--- src/rtl/ex_flush_ctrl.sv ---
// Commit-time exception/interrupt/ertn controller: arbitrates one event, pulses the CSR
// update, holds a pipeline flush and offers a fetch redirect until fetch accepts it.
module ex_flush_ctrl (
    input  logic        clk,
    input  logic        reset,
    input  logic        ws_commit_valid,
    input  logic [31:0] ws_commit_pc,
    input  logic        ex_req,
    input  logic [5:0]  ex_ecode,
    input  logic [8:0]  ex_esubcode,
    input  logic        ertn_req,
    input  logic        int_pending,
    input  logic [31:0] csr_eentry,
    input  logic [31:0] csr_era,
    input  logic        fs_redirect_ready,
    output logic        csr_wb_ex,
    output logic [5:0]  csr_ecode,
    output logic [8:0]  csr_esubcode,
    output logic [31:0] csr_era_wvalue,
    output logic        csr_eret,
    output logic        flush_pipe,
    output logic        redirect_valid,
    output logic [31:0] redirect_pc,
    output logic        busy
);

    typedef enum logic [1:0] {
        S_IDLE     = 2'b00,
        S_FLUSH    = 2'b01,
        S_REDIRECT = 2'b10
    } state_e;

    typedef enum logic [1:0] {
        K_EX   = 2'd0,
        K_INT  = 2'd1,
        K_ERTN = 2'd2
    } kind_e;

    state_e      state_q, state_d;
    kind_e       kind_q, kind_d;
    logic [5:0]  ecode_q, ecode_d;
    logic [8:0]  esub_q, esub_d;
    logic [31:0] era_q, era_d;
    logic [31:0] target_q, target_d;
    logic        accept;

    // Events from instructions behind an in-flight flush are dropped, never queued.
    assign accept = (state_q == S_IDLE) && ws_commit_valid && (ex_req || int_pending || ertn_req);

    always_ff @(posedge clk) begin
        if (reset) begin
            state_q  <= S_IDLE;
            kind_q   <= K_EX;
            ecode_q  <= '0;
            esub_q   <= '0;
            era_q    <= '0;
            target_q <= '0;
        end else begin
            state_q  <= state_d;
            kind_q   <= kind_d;
            ecode_q  <= ecode_d;
            esub_q   <= esub_d;
            era_q    <= era_d;
            target_q <= target_d;
        end
    end

    always_comb begin
        state_d = S_IDLE;
        case (state_q)
            S_IDLE:     state_d = accept ? S_FLUSH : S_IDLE;
            S_FLUSH:    state_d = S_REDIRECT;
            S_REDIRECT: state_d = fs_redirect_ready ? S_IDLE : S_REDIRECT;
            default:    state_d = S_IDLE;
        endcase
    end

    always_comb begin
        kind_d   = kind_q;
        ecode_d  = ecode_q;
        esub_d   = esub_q;
        era_d    = era_q;
        target_d = target_q;
        if (accept) begin
            if (ex_req) begin
                kind_d   = K_EX;
                ecode_d  = ex_ecode;
                esub_d   = ex_esubcode;
                era_d    = ws_commit_pc;
                target_d = csr_eentry;
            end else if (int_pending) begin
                // Interrupt is taken after the committing instruction, so ERA points past it.
                kind_d   = K_INT;
                ecode_d  = 6'h00;
                esub_d   = 9'h000;
                era_d    = ws_commit_pc + 32'd4;
                target_d = csr_eentry;
            end else begin
                kind_d   = K_ERTN;
                ecode_d  = 6'h00;
                esub_d   = 9'h000;
                era_d    = 32'h0;
                target_d = csr_era;
            end
        end
    end

    always_comb begin
        csr_wb_ex      = 1'b0;
        csr_eret       = 1'b0;
        csr_ecode      = '0;
        csr_esubcode   = '0;
        csr_era_wvalue = '0;
        flush_pipe     = 1'b0;
        redirect_valid = 1'b0;
        redirect_pc    = '0;
        busy           = 1'b0;
        case (state_q)
            S_FLUSH: begin
                busy           = 1'b1;
                flush_pipe     = 1'b1;
                csr_wb_ex      = (kind_q == K_EX) || (kind_q == K_INT);
                csr_eret       = (kind_q == K_ERTN);
                csr_ecode      = ecode_q;
                csr_esubcode   = esub_q;
                csr_era_wvalue = era_q;
            end
            S_REDIRECT: begin
                busy           = 1'b1;
                flush_pipe     = 1'b1;
                redirect_valid = 1'b1;
                redirect_pc    = target_q;
            end
            default: ;
        endcase
    end

endmodule

--- config.mk ---
export PLATFORM = sky130hd
export DESIGN_NAME = ex_flush_ctrl
export DESIGN_NICKNAME = d
export VERILOG_FILES = /design/src/rtl/ex_flush_ctrl.sv
export SDC_FILE = /design/constraint.sdc
export NUM_CORES = 1
export LEC_CHECK = 0
export ABC_AREA = 0
export BUFFER_PORTS_ARGS = -buffer_cell sky130_fd_sc_hd__buf_2
export CAP_MARGIN = 20
export CORE_UTILIZATION = 40
export CTS_BUF_LIST = sky130_fd_sc_hd__clkbuf_2 sky130_fd_sc_hd__clkbuf_4 sky130_fd_sc_hd__clkbuf_8
export CTS_CLUSTER_SIZE = 28
export DETAILED_ROUTE_END_ITERATION = 8
export GPL_TIMING_DRIVEN = 0
export MAX_ROUTING_LAYER = met4
export PLACE_DENSITY = 0.76
export SLEW_MARGIN = 20
export SYNTH_ARGS = -nofsm -noshare
export SYNTH_HDL_FRONTEND = slang
export SYNTH_SLANG_ARGS = --single-unit
--- constraint.sdc ---
create_clock -name clk -period 2.3 [get_ports clk]
set_input_delay 0.46 -clock clk [delete_from_list [all_inputs] [get_ports clk]]
set_output_delay 0.46 -clock clk [all_outputs]
set_load 0.01 [all_outputs]
==> Word-level counts from Yosys, hierarchy flattened <==
Cells that the tools add are included.
{ "totals": {"ff_bits": 83, "latch_bits": 0, "ramBits": 0, "romBits": 0, "inputBits": 118, "output_inout_bits": 84, "wordCells": 38, "n_memories": 0} }
{ "op_classes": {"add_sub_neg": 1, "multipliers": 0, "div_mod_pow": 0, "n_lt_le_gt_ge": 0, "n_eq_ne": 4, "shifts": 0, "muxes": 19, "bitwise_logic": 0, "reduce_logical": 8} }
{ "op_table": {"columns": ["op", "n"], "rows": [
  ["2-to-1 mux 32 bit", 6],
  ["adder 32 x 3 -> 32 bit, second input constant", 1],
  ["2-to-1 mux 9 bit", 2],
  ["2-to-1 mux 6 bit", 2],
  ["2-to-1 mux 2 bit", 3],
  ["case mux 2 bit (3 select lines)", 1],
  ["2-to-1 mux 1 bit", 5],
  ["equality test 2 x 1 -> 1 bit, second input constant", 2],
  ["equality test 2 bit, second input constant", 2],
  ["zero test 2 bit", 2],
  ["logical OR 1 bit", 3],
  ["logical AND 1 bit", 2],
  ["OR reduction 2 bit", 1]
]} }

==> Logic depth before layout (Yosys ltp) <==
Gate-level depths: netlist (run 1).
{ "depth": {"ltp_word": 5, "ltp_mapped": 8, "ltp_nobuf": 6} }

==> Least setup slack after synthesis (run 1) <==
OpenSTA, ideal clock, no wires.
{ "synth_path": {"path_type": "input to register", "start": "input port ws_commit_pc[2]", "end": "register era_q[24]", "setup_ps": 122, "arrival_time_ps": 1960, "required_ps": 2178, "path_slack_ps": 218, "stages": 6, "path_buffers": 1, "cell_sequence": "ha_1 > nand4b_4 > or4_1 > buf_2 > o311a_1 > a221o_1"} }
{ "synth_via": {"elab_chain_len": 3} }
{ "synth_rtl": {"columns": ["element", "line_no", "source"], "rows": [
  ["start, declared", "7", "input logic [31:0] ws_commit_pc,"],
  ["adder 32 x 3 -> 32 bit", "96", "era_d = ws_commit_pc + 32'd4;"],
  ["2-to-1 mux 32 bit", "91", "end else if (int_pending) begin"],
  ["2-to-1 mux 32 bit", "85", "if (ex_req) begin"],
  ["end signal, assigned", "63", "era_q <= era_d;"],
  ["end, declared", "43", "logic [31:0] era_q, era_d;"]
]} }
Every way passes these cells.
A chain may end at the register's enable or synchronous reset.

==> Worst setup path after layout (run 1) <==
{ "layout_path": {"start": "register state_q[0]", "end": "output port redirect_pc[13]"} }
{ "layout_via": {"elab_chain_len": 2} }
{ "layout_rtl": {"columns": ["element", "line_no", "source"], "rows": [
  ["start, declared", "39", "state_e state_q, state_d;"],
  ["start signal, assigned", "59", "state_q <= state_d;"],
  ["equality test 2 bit", "118", "case (state_q)"],
  ["2-to-1 mux 32 bit", "118", null],
  ["end, declared", "23", "output logic [31:0] redirect_pc,"]
]} }
Every way passes these cells.

==> results of run 1 <==
-- flip-flops by register name, indices dropped and copies added (netlist names) --
name      flops
ecode_q       6
kind_q        2
state_q       2
target_q     32
esub_q        9
era_q        32
-- final cells by class --
cell class | count | area, µm²
Tap cell | 136 | 170
Clock buffer | 9 | 124
Inverter | 5 | 18.8
Timing Repair Buffer | 200 | 1000
Buffer | 39 | 175
Fill cell | 1006 | 4630
Sequential cell | 83 | 1660
Multi-Input combinational cell | 360 | 2410
Clock inverter | 6 | 90.1
-- metal layers --
metal	part of all wire, %	GRT usage (%)	routed length [µm]	vias up
met1	42	28.2	5490	2196
met5	0	-	0	-
met4	1.3	7.75	166	0
met3	8.1	4.93	1070	13
li1	-	-	-	2248
met2	49	43.3	6490	215
-- layout by cell type, fill, tap and decap left out, types with 6 or more instances in the layout --
| master | synthesis | layout |
|---|---|---|
| buf_2 | 4 | 205 |
| dfxtp_1 | 83 | 83 |
| and2_1 | 80 | 80 |
| nor2_1 | 50 | 49 |
| a222oi_1 | 32 | 32 |
| nand2_1 | 27 | 27 |
| clkbuf_1 | 31 | 24 |
| nand3_1 | 20 | 20 |
| a22o_1 | 15 | 15 |
| o211ai_1 | 14 | 14 |
| nor3_1 | 12 | 11 |
| or4_1 | 11 | 11 |
| o21ai_0 | 9 | 9 |
| nand4_1 | 9 | 9 |
| clkbuf_8 | 0 | 9 |
| xnor2_1 | 8 | 8 |
| clkbuf_2 | 0 | 6 |
| a22oi_1 | 6 | 6 |
| nor4_1 | 6 | 6 |
-- worst register-to-register path, stage by stage, from the launching register on --
cell and delay (ps):
dfxtp_1 320, inv_1 130, ha_1 300, o211ai_1 290, nor2_2 250, buf_2 290, buf_2 270, o211ai_1 130
nand3b_1 100
-- worst max-delay path by stage --
| stage | from | to | slack, ps | depth (start not counted) |
|---|---|---|---|---|
| after floorplan | ws_commit_pc[2] | era_q[24]$_SDFFE_PP0P_ | 220 | 6 |
| after global placement | ex_req | target_q[28]$_SDFFE_PP0P_ | -280 | 6 |
| after detailed placement | ex_req | target_q[27]$_SDFFE_PP0P_ | -300 | 6 |
| after CTS | state_q[1]$_SDFF_PP0_ | csr_ecode[0] | 20 | 6 |
| after global routing | state_q[0]$_SDFF_PP0_ | redirect_pc[17] | -40 | 5 |
| final | state_q[0]$_SDFF_PP0_ | redirect_pc[13] | 90 | 5 |
-- what timing repair did --
| item | CTS | global route |
|---|---|---|
| setup endpoints to repair | 40 | 57 |
| pin swaps | 0 | 0 |
| gates resized for setup | 5 | 16 |
-- power by group --
part | internal, µW | leakage, µW | switching, µW
clock network | 610 | 0.000106 | 559
registers | 1530 | 0.000680 | 48.1
logic | 243 | 0.00183 | 316
-- through the flow --
step | worst slack, ps | cell area (µm²) | cells | total power [µW] | hold WS, ps
6_report | 91.4 | 5650 | 838 | 3310 | 305
5_1_grt | -35.9 | 5650 | 838 | 3470 | 291
4_1_cts | 24.5 | 5610 | 838 | 3310 | 297
3_5_place_dp | -295 | 5380 | 823 | 2160 | 436
3_3_place_gp | -280 | 5380 | 823 | 2140 | 431
2_1_floorplan | 218 | 4210 | 487 | 1900 | 417
-- logic make-up (layout without fill, tap and decap cells) --
group	count (synthesis)	count (layout)	synth area share [%]
fa+ha+maj	4	4	1.19
buf+inv	44	259	4.31
simple gates	247	247	33.0
compound gates	100	100	20.2
xor+xnor	9	9	1.87
flops	83	83	39.4
==> impl_metrics.env, run 1 <==
export IMPL_cp_start_kind="register"
export IMPL_setup_tns_ps=0
export IMPL_ys_seq_area_share_pct=39.4
export IMPL_start_util_pct=41.0
export IMPL_post_route_util_pct=55.0
export IMPL_hold_depth=2
export IMPL_arrival_ps=1750
export IMPL_hpwl_um=10100
export IMPL_dieArea_um2=10900
export IMPL_yosysWarningCount=0
export IMPL_yosysTopAreaCell="dfxtp_1"
export IMPL_grt_max_degree=15
export IMPL_ys_seq_elements=83
export IMPL_reg2reg_from="state_q[1]$_SDFF_PP0_"
export IMPL_worstSetupPathType="register to output port"
export IMPL_path_max_fanout=10
export IMPL_root_buffer="clkbuf_8"
export IMPL_ys_flop_type="dfxtp_1"
export IMPL_routedWlPerCell_um=15.8
export IMPL_avgSynthCellArea_um2=8.65
export IMPL_dr_first_iter_drc_count=399
export IMPL_antenna_left=0
export IMPL_leakagePower_uw=0.00261
export IMPL_ys_types=48
export IMPL_placement_rows=37
export IMPL_finClkSkew_ps=9.36
export IMPL_dr_pass1_iters=5
export IMPL_worst_slew_pin_slew_ps=740
export IMPL_clkSlewWorstSetupHoldPaths_ps=90
export IMPL_cts_tree="yes"
export IMPL_drc=0
export IMPL_cts_num_sinks=83
export IMPL_core_area_um2=10300
export IMPL_maxSlewHeadroom_pct=50.6
export IMPL_slowest_delay_ps=370
export IMPL_num_antenna_cells=0
export IMPL_hold_buffers=0
export IMPL_rr_endpoint="era_q[31]$_SDFFE_PP0P_"
export IMPL_clk_latency_ps=360
export IMPL_cp_num_buf_inv=3
export IMPL_dieWidth_um=105
export IMPL_antenna_found_initial=0
export IMPL_cp_end_kind="output port"
export IMPL_max_cap_violations=0
export IMPL_crit_family="buffers and inverters"
export IMPL_place_gp_congestion=0.911
export IMPL_yosys_top_cells_count="dfxtp_1 (83), and2_1 (80), nor2_1 (50)"
export IMPL_syn_inst=487
export IMPL_synthArstFlopShare_pct=0
export IMPL_rr_worst_depth=8
export IMPL_setup_violations=0
export IMPL_wirelength_um=13200
export IMPL_power_density_nw_per_um2=586
export IMPL_grt_usage_pct=24.7
export IMPL_crit_required_ps=1840
export IMPL_io_pins=202
export IMPL_grt_pass1_wl_um=21200
export IMPL_hold_path_class="input port to register"
export IMPL_finalCritPeriodShare_pct=96.0
export IMPL_vias_per_cell=5.58
export IMPL_grt_ovfl_total=0
export IMPL_post_synth_top_count_cell="dfxtp_1"
export IMPL_hold_viol_final=0
export IMPL_finalCriticalPeriod_ps=2210
export IMPL_htreeDepth=3
export IMPL_area_growth_pct=34.1
export IMPL_reg2reg_slack_ps=180
export IMPL_path_cells="inv_1 -> ha_1 -> clkbuf_1 -> and2_1 -> buf_2"
export IMPL_nets=820
export IMPL_drive_gt1_share_pct=34.5
export IMPL_grt_pass1_vias=4386
export IMPL_cp_slowest_cell="dfxtp_1"
export IMPL_numCtsBuffers=9
export IMPL_ir_drop_uv=291
export IMPL_num_vias=4672
export IMPL_synth_area_leaders="dfxtp_1 (39%), and2_1 (12%), a222oi_1 (7.6%)"
export IMPL_timing_fmax_mhz=453
export IMPL_synth_top_cell_area_share_pct=39.4
export IMPL_cts_path_max_buffers=2
export IMPL_min_from="ex_ecode[0]"
export IMPL_grt_setup_unrepaired="yes"
export IMPL_synth_edf_count=0
export IMPL_port_buffers=200
export IMPL_syn_area_um2=4210
export IMPL_die_h_um=105
export IMPL_syn_nets=609
export IMPL_status="finished clean"
export IMPL_slew_violations=0
export IMPL_hold_end="ecode_q[0]$_SDFFE_PP0P_"
export IMPL_cts_setup_buffers=0
No activity file was read; power rests on OpenSTA's default activity.
==> run 2: changes to the inputs <==
SETUP_SLACK_MARGIN = 0.15   (was unset)
==> run 2 against run 1 <==
- worst setup slack better by 140 ps
- worst hold slack better by 1.1 ps
- global-route usage is 0.055 points higher
- flip-flop and latch count stayed put
- sequential power hardly changed
- design area is 0.84% higher
- sequential share of layout area is 0.22 points lower
- routed wire length is 0.65% higher
- clock power hardly changed
- utilization is 0.46 points higher
- clock skew hardly changed
- highest routed layer unchanged
==> impl_metrics.env, run 2 (synthesized netlist as in run 1, its figures left out) <==
export IMPL_drc=0
export IMPL_crit_required_ps=1840
export IMPL_drive_gt1_share_pct=36.1
export IMPL_power_density_nw_per_um2=582
export IMPL_wirelength_um=13300
export IMPL_max_cap_violations=0
export IMPL_numCtsBuffers=9
export IMPL_dp_cells=823
export IMPL_cp_start_kind="register"
export IMPL_grt_pass1_wl_um=21200
export IMPL_finClkSkew_ps=9.10
export IMPL_io_pins=202
export IMPL_dr_first_iter_drc_count=390
export IMPL_root_buffer="clkbuf_8"
export IMPL_cts_path_max_buffers=2
export IMPL_worst_slew_pin_slew_ps=638
export IMPL_cp_end_kind="output port"
export IMPL_antenna_found_initial=0
export IMPL_clkSlewWorstSetupHoldPaths_ps=90
export IMPL_hold_buffers=0
export IMPL_placement_rows=37
export IMPL_start_util_pct=41.0
export IMPL_grt_setup_unrepaired="yes"
export IMPL_die_h_um=105
export IMPL_fill_cells=1004
export IMPL_path_max_fanout=10
export IMPL_vias_per_cell=5.61
export IMPL_cts_tree="yes"
export IMPL_nets=825
export IMPL_cts_num_sinks=83
export IMPL_dr_pass1_iters=7
export IMPL_dieArea_um2=10900
export IMPL_num_vias=4731
export IMPL_slew_violations=0
export IMPL_largestRegisters="era_q x32, target_q x32, esub_q x9"
export IMPL_hpwl_um=10100
export IMPL_ir_drop_uv=291
export IMPL_antenna_left=0
export IMPL_finalCritPeriodShare_pct=90.1
export IMPL_maxSlewHeadroom_pct=57.4
export IMPL_port_buffers=200
export IMPL_grt_pass1_vias=4395
export IMPL_grt_usage_pct=24.7
export IMPL_setup_violations=0
export IMPL_area_growth_pct=35.2
export IMPL_status="finished clean"
export IMPL_grt_ovfl_total=0
export IMPL_htreeDepth=3
export IMPL_worstSetupPathType="register to output port"
export IMPL_arrival_ps=1610
export IMPL_num_antenna_cells=0
export IMPL_routedWlPerCell_um=15.8
export IMPL_post_route_util_pct=55.4
export IMPL_hold_viol_final=0
export IMPL_core_area_um2=10300
export IMPL_timing_fmax_mhz=483
export IMPL_place_gp_congestion=0.911
export IMPL_grt_max_degree=15
export IMPL_leakagePower_uw=0.00265
export IMPL_final_cell_mix="buf_2 (205), dfxtp_1 (82), and2_1 (80), nor2_1 (49), a222oi_1 (32)"
export IMPL_finalCriticalPeriod_ps=2070
export IMPL_instances_no_fill=843
export IMPL_hold_path_class="input port to register"
export IMPL_layout_commonest_cell="buf_2"
export IMPL_dieWidth_um=105
export IMPL_clk_latency_ps=360
[run 2: metal layers]
| metal | GRT usage, % | up-vias | wire length [µm] |
|---|---|---|---|
| met1 | 28.3 | 2240 | 5480 |
| li1 | - | 2258 | - |
| met3 | 4.93 | 12 | 1080 |
| met2 | 43.3 | 221 | 6580 |
| met4 | 7.85 | 0 | 166 |
| met5 | - | - | 0 |
[run 2: path summary, 6_finish.rpt]
check / startpoint / to / slack (ps) / cells past startpoint
setup / recovery: state_q[1]$_SDFF_PP0_ / csr_ecode[0] / 230 / 6
hold / removal: ex_ecode[0] / ecode_q[0]$_SDFFE_PP0P_ / 310 / 2
setup reg to reg: state_q[0]$_SDFF_PP0_ / era_q[30]$_SDFFE_PP0P_ / 270 / 7
hold reg to reg: era_q[14]$_SDFFE_PP0P_ / era_q[14]$_SDFFE_PP0P_ / 450 / 2
[run 2: stage by stage]
stage                     area, µm²  hold slack, ps  worst slack, ps  TNS (ps)  power [µW]
after floorplan                4210             417              218         0        1900
after global placement         5380             431             -280     -7520        2140
after detailed placement       5380             436             -295     -8530        2160
after CTS                      5640             297             59.0         0        3320
after global routing           5700             291              135         0        3480
final                          5700             306              229         0        3320
[run 2: repair_timing]
item / CTS / global route
buffers inserted: 2 / 3
pin swaps: 1 / 2
gates resized for setup: 12 / 19
endpoints found under the setup margin: 133 / 125
[run 2: critical path: stages, from the launching register on]
cell and delay, ps:
dfxtp_1 350, inv_2 70, ha_4 190, buf_4 170, clkbuf_4 170, and2_1 160, buf_2 140
[run 2: power by group]
part | switching, µW | internal [µW] | total [µW]
clock network | 556 | 610 | 1170
logic | 317 | 251 | 568
registers | 48.1 | 1530 | 1580
[run 2: final cells by class]
class | instances | area (µm²) | area share (%)
Buffer | 39 | 185 | 3.25
Clock buffer | 9 | 124 | 2.17
Clock inverter | 6 | 90.1 | 1.58
Inverter | 5 | 18.8 | 0.329
Multi-Input combinational cell | 360 | 2410 | 42.3
Sequential cell | 83 | 1660 | 29.2
Tap cell | 136 | 170 | 2.99
Timing Repair Buffer | 205 | 1040 | 18.2
